File: config.mk
export PLATFORM = sky130hd
export DESIGN_NAME = id_ctrl_stage
export DESIGN_NICKNAME = d
export VERILOG_FILES = /design/src/rtl/mips_ctrl_pkg.sv /design/src/rtl/id_ctrl_stage_ctrl_rom.sv /design/src/rtl/id_ctrl_stage.sv
export SDC_FILE = /design/constraint.sdc
export NUM_CORES = 1
export LEC_CHECK = 0
export ABC_AREA = 1
export CAP_MARGIN = 0
export CORE_UTILIZATION = 37
export DETAILED_ROUTE_END_ITERATION = 12
export GPL_TIMING_DRIVEN = 0
export PLACE_DENSITY_LB_ADDON = 0.1
export SLEW_MARGIN = 10
export SYNTH_ARGS = -nofsm -noshare
export SYNTH_HDL_FRONTEND = slang
export SYNTH_SLANG_ARGS = --single-unit
File: constraint.sdc
create_clock -name clk -period 1.5 [get_ports clk]
set_input_delay 0.375 -clock clk [delete_from_list [all_inputs] [get_ports clk]]
set_output_delay 0.375 -clock clk [all_outputs]
set_load 0.02 [all_outputs]
File: src/rtl/mips_ctrl_pkg.sv
// Shared decode constants and the control-bundle layout for the ID stage.
// Latency: none (types and constants only).
// Backpressure: not applicable.
package mips_ctrl_pkg;

    // Primary opcodes, instr[31:26]
    localparam logic [5:0] OP_RTYPE    = 6'b000000;
    localparam logic [5:0] OP_J        = 6'b000010;
    localparam logic [5:0] OP_BEQ      = 6'b000100;
    localparam logic [5:0] OP_BNE      = 6'b000101;
    localparam logic [5:0] OP_ADDI     = 6'b001000;
    localparam logic [5:0] OP_SLTI     = 6'b001010;
    localparam logic [5:0] OP_SPECIAL2 = 6'b011100;
    localparam logic [5:0] OP_LW       = 6'b100011;
    localparam logic [5:0] OP_SW       = 6'b101011;

    // SPECIAL2 funct, instr[5:0]
    localparam logic [5:0] FN_MUL      = 6'b000010;

    // ALU operation codes (4-bit core encoding)
    localparam logic [3:0] ALU_ADD     = 4'b0000;
    localparam logic [3:0] ALU_SUB     = 4'b0001;
    localparam logic [3:0] ALU_RTYPE   = 4'b0010;
    localparam logic [3:0] ALU_SPECIAL = 4'b0011;
    localparam logic [3:0] ALU_SLT     = 4'b0100;

    // Field order matches the decode table so table rows can be cast directly
    typedef struct packed {
        logic       reverse;
        logic       jump;
        logic [3:0] alu_op;
        logic       mem_write;
        logic       reg_write;
        logic       reg_dest;
        logic       alu_src;
        logic       mem_to_reg;
        logic       branch;
    } ctrl_t;

endpackage

File: src/rtl/id_ctrl_stage_ctrl_rom.sv
// Combinational opcode/funct decoder producing the control bundle.
// Latency: zero cycles, purely combinational.
// Backpressure: none; the caller decides when the result is captured.
module ctrl_rom
    import mips_ctrl_pkg::*;
(
    input  logic [31:0] instr,
    output ctrl_t       ctrl,
    output logic        illegal,
    output logic        multicycle
);

    logic [5:0] opcode;
    logic [5:0] funct;
    logic       unused_instr_bits;

    assign opcode = instr[31:26];
    assign funct  = instr[5:0];

    // Register/immediate fields are consumed elsewhere in the pipeline
    assign unused_instr_bits = ^instr[25:6];

    // Row layout: {reverse, jump, alu_op, mem_write, reg_write, reg_dest, alu_src, mem_to_reg, branch}
    always_comb begin
        ctrl    = '0;
        illegal = 1'b0;
        case (opcode)
            OP_LW:       ctrl = ctrl_t'({2'b00, ALU_ADD,     6'b010110});
            OP_SW:       ctrl = ctrl_t'({2'b00, ALU_ADD,     6'b100110});
            OP_RTYPE:    ctrl = ctrl_t'({2'b00, ALU_RTYPE,   6'b011000});
            OP_SPECIAL2: ctrl = ctrl_t'({2'b00, ALU_SPECIAL, 6'b011000});
            OP_ADDI:     ctrl = ctrl_t'({2'b00, ALU_ADD,     6'b010100});
            OP_SLTI:     ctrl = ctrl_t'({2'b00, ALU_SLT,     6'b010100});
            OP_BEQ:      ctrl = ctrl_t'({2'b00, ALU_SUB,     6'b000001});
            OP_BNE:      ctrl = ctrl_t'({2'b10, ALU_SUB,     6'b000001});
            OP_J:        ctrl = ctrl_t'({2'b01, ALU_ADD,     6'b000000});
            default:     illegal = 1'b1;
        endcase
    end

    assign multicycle = (opcode == OP_SPECIAL2) && (funct == FN_MUL);

endmodule

File: src/rtl/id_ctrl_stage.sv
// ID control stage: decodes instr into a registered control bundle with valid/ready, flush and MUL issue stall.
// Latency: one cycle from accept to out_valid.
// Backpressure: in_ready drops while the held bundle is unconsumed or while a MUL issue stall is counting down.
module id_ctrl_stage
    import mips_ctrl_pkg::*;
#(
    parameter int ALUOP_W    = 4,
    parameter int MULDIV_LAT = 3
) (
    input  logic               clk,
    input  logic               rst,
    input  logic               in_valid,
    output logic               in_ready,
    input  logic [31:0]        instr,
    input  logic               flush,
    output logic               out_valid,
    input  logic               out_ready,
    output logic [ALUOP_W-1:0] alu_op,
    output logic               mem_write,
    output logic               reg_write,
    output logic               reg_dest,
    output logic               alu_src,
    output logic               mem_to_reg,
    output logic               branch,
    output logic               jump,
    output logic               reverse,
    output logic               illegal,
    output logic               multicycle,
    output logic               busy
);

    localparam int CNT_W = (MULDIV_LAT > 0) ? $clog2(MULDIV_LAT + 1) : 1;

    typedef enum logic {
        ST_IDLE,
        ST_HOLD
    } state_t;

    state_t     state, state_nxt;
    logic [CNT_W-1:0] cnt, cnt_nxt;

    ctrl_t rom_ctrl;
    logic  rom_illegal;
    logic  rom_multi;

    ctrl_t ctrl_q;
    logic  illegal_q;
    logic  multi_q;

    logic  accept;
    logic  consume;

    ctrl_rom u_rom (
        .instr      (instr),
        .ctrl       (rom_ctrl),
        .illegal    (rom_illegal),
        .multicycle (rom_multi)
    );

    assign in_ready = (state == ST_IDLE) && (!out_valid || out_ready);
    assign accept   = in_valid && in_ready && !flush;
    assign consume  = out_valid && out_ready && !accept;
    assign busy     = (state == ST_HOLD);

    // Issue-stall state and countdown registers
    always_ff @(posedge clk or posedge rst) begin
        if (rst) begin
            state <= ST_IDLE;
            cnt   <= '0;
        end else begin
            state <= state_nxt;
            cnt   <= cnt_nxt;
        end
    end

    // Next-state: a MUL opens a stall window; leave HOLD on the cycle cnt hits 1; flush aborts
    always_comb begin
        state_nxt = state;
        cnt_nxt   = cnt;
        if (flush) begin
            state_nxt = ST_IDLE;
            cnt_nxt   = '0;
        end else begin
            case (state)
                ST_IDLE: begin
                    if (accept && rom_multi && (MULDIV_LAT > 0)) begin
                        state_nxt = ST_HOLD;
                        cnt_nxt   = CNT_W'(MULDIV_LAT);
                    end
                end
                ST_HOLD: begin
                    cnt_nxt = cnt - CNT_W'(1);
                    if (cnt == CNT_W'(1)) begin
                        state_nxt = ST_IDLE;
                    end
                end
                default: begin
                    state_nxt = ST_IDLE;
                    cnt_nxt   = '0;
                end
            endcase
        end
    end

    // Output register: load on accept, drop valid on consume or flush (bundle fields left as-is)
    always_ff @(posedge clk or posedge rst) begin
        if (rst) begin
            out_valid <= 1'b0;
            ctrl_q    <= '0;
            illegal_q <= 1'b0;
            multi_q   <= 1'b0;
        end else if (flush) begin
            out_valid <= 1'b0;
        end else if (accept) begin
            out_valid <= 1'b1;
            ctrl_q    <= rom_ctrl;
            illegal_q <= rom_illegal;
            multi_q   <= rom_multi;
        end else if (consume) begin
            out_valid <= 1'b0;
        end
    end

    assign alu_op     = ALUOP_W'(ctrl_q.alu_op);
    assign mem_write  = ctrl_q.mem_write;
    assign reg_write  = ctrl_q.reg_write;
    assign reg_dest   = ctrl_q.reg_dest;
    assign alu_src    = ctrl_q.alu_src;
    assign mem_to_reg = ctrl_q.mem_to_reg;
    assign branch     = ctrl_q.branch;
    assign jump       = ctrl_q.jump;
    assign reverse    = ctrl_q.reverse;
    assign illegal    = illegal_q;
    assign multicycle = multi_q;

endmodule

==> metrics <==
Worst EP required=approximately 1.1 ns; Synth Warn #=0; Congestion Overflow GR=0; Post-Syn Instances=124; pre-CTS WS=-0.593 ns; Worst path max stage delay=0.42 ns; crit path launch type=register; die height=roughly 52 um; die area=2690 um2; Final min period=1.43 ns; Pre-antenna DRT Iters=4; vias per cell=about 4.6; antenna-violating nets left=0; Finished Cell Area=between 1000 and 1500 um2; Max FO, Critical Path=5; Detail Placement HPWL=1550 um; Max VDD drop=0.410 mV; row cnt=17; slack of the critical path=0.0714 ns; Reg power frac=~48%; Int Power=0.705 mW; IO Count=54; CP Capture Type=output pin; die width=51.8 um; maximum clock path buffer count=2; Starting Density=40.4%; Post-Syn Area=918 um2; core area=2280 um2; Yosys reg bits=16; n_diodes=0; routability cong.=a little under 0.9; LEAKAGE=around 0.74 nW; Avg Cell Area, Syn=7.41 um2; # hold bufs at CTS=0; Max Slew Vio Count=0; Root Buffer=clkbuf_4; CTS tree=done; Final Hold Vio Count=0; # DRC=0; R2R depth=8; MaxCap Viol Count=0; Net Count, Synth=162; global-route wire length before repair=3350 um; H-tree levels=1; area added between synthesis and finish=42.2%; worst slew pin tran=0.603 ns; worst hold start=out_ready; setup violators final=0; sequential area share after synthesis=43.6%; WHS Path Cells=4; status=finished, final reports clean; via count=about 870; CP arrival=1.05 ns; CP top delay family=flip-flops; fmax=roughly 0.70 GHz; vias in the first global route=808; Largest register FFs=3; worst r2r src=busy; Tightest Hold Check Type=primary input to register; Worst Skew=about 0.0054 ns; All-Layer GR Usage=16.7%; power per cell area=752 nW/um2; IO buf count=32; NetSw=0.277 mW; crit-path cells=dlygate4sd2_1; CTS sink cnt=16; Avg WL per Cell=10.3 um; dpl cell area=roughly 1300 um2; layout cells sized above 1=between 15 and 20%; DRT iter0 DRCs=17; Logic pwr share=23.4%; routed wire length=1940 um; total CTS buffers=3; internal reg-to-reg setup slack=roughly 0.17 ns; Distinct cells, synth=22; Slew headroom=approximately three fifths; FF-to-FF End=multicycle; worst hold path endpoint=out_valid; Reg clk slew, reported paths=about 0.1 ns; unrepaired setup endpoints after global routing=no; Clk pwr share=28.9%; Critical path buffers and inverters=1; largest net degree at the start of global routing=17; antenna violations before repair=0; worst-skew pair later-pin latency=0.28 ns; Final nets=200; kind of critical path=register to output pin; Sw Ratio=28.2%; final period utilization=95.2%; critical path's slowest cell=dfrtp_1
## layer usage
layer / routed length (um) / global-route usage (%) / part of all wire [%]
met4: 16 / 6.76 / 0.82
met2: 897 / 26.5 / 46
met3: 85 / 2.63 / 4.4
met5: 0 / 0 / 0
met1: 944 / 22.3 / 49
## worst max path at each step
stage,startpoint,end,depth (start not counted)
final,busy,busy,1
after global routing,busy,busy,1
after CTS,out_ready,in_ready,6
after detailed placement,out_ready,in_ready,6
after global placement,out_ready,in_ready,6
after floorplan,busy,multicycle,7
## kinds of logic (layout without fill, tap and decap cells)
kind of cell / count (synthesis) / in the layout / synth area share (%)
and+or+nand+nor: 77 / 77 / 39.1
buffers and inverters: 21 / 58 / 10.2
DFF: 16 / 16 / 43.6
AOI/OAI and AO/OA: 8 / 8 / 5.31
adders and majority gates: 1 / 1 / 1.36
other: 1 / 1 / 0.408
## layout make-up
class,count,area [um2]
Multi-Input combinational cell,87,432
Tap cell,28,35.0
Sequential cell,16,400
Fill cell,204,970
Inverter,18,67.6
Clock buffer,4,36.3
Timing Repair Buffer,33,309
Buffer,3,26.3
## metrics by stage
stage               TNS, ns  hold WS, ns  total power [mW]  util (%)  instances
global route              0        0.426              1.03      57.4        189
floorplan                 0        0.289             0.604         -        124
global placement      -2.95        0.462             0.717      56.0        184
detailed placement    -3.14        0.473             0.722      56.0        184
finish                    0        0.388             0.982      57.4        189
CTS                  -0.138        0.477             0.986      56.7        188
## placed cells by master (no fill, tap or decap)
| master | count |
|---|---|
| nor2_4 | 2 |
| nand3_2 | 1 |
| a31oi_1 | 1 |
| nor2_8 | 1 |
| nor2_1 | 13 |
| nand4_1 | 3 |
| clkbuf_8 | 1 |
| nand2_4 | 1 |
| nand2_1 | 40 |
| o21ai_2 | 2 |
| clkdlybuf4s50_1 | 15 |
| nand3_1 | 12 |
| buf_4 | 3 |
| nor2_2 | 1 |
| dlymetal6s2s_1 | 1 |
| conb_1 | 1 |
| ha_1 | 1 |
| inv_2 | 4 |
| a21oi_1 | 2 |
| dlygate4sd2_1 | 14 |
| o21ai_0 | 2 |
| dfrtp_1 | 16 |
| nand2_2 | 3 |
| o21ai_1 | 1 |
| clkbuf_4 | 3 |
| clkbuf_2 | 1 |
| inv_1 | 14 |
| buf_6 | 2 |
## timing repair
item / in CTS / in global routing
setup buffers: 0 / 1
resized for setup: 21 / 6
pin swaps: 0 / 1
setup endpoints to repair: 16 / 5
## power by group through the flow
stage | Combinational, mW | Clock [mW] | Sequential, mW
after CTS | 0.228 | 0.289 | 0.469
after global placement | 0.241 | 0 | 0.477
after global routing | 0.254 | 0.308 | 0.471
after floorplan | 0.105 | 0 | 0.499
after detailed placement | 0.244 | 0 | 0.478
final | 0.230 | 0.284 | 0.469
## synth_stat cells, drive strengths merged
cell   count  area, um2
a21oi      2       10.0
a31oi      1       6.26
buf        3       26.3
conb       1       3.75
dfrtp     16        400
ha         1       12.5
inv       18       67.6
nand2     44        178
nand3     13       70.1
nand4      3       18.8
nor2      17       92.6
o21ai      5       32.5
No activity file was read; power rests on OpenSTA's default activity.
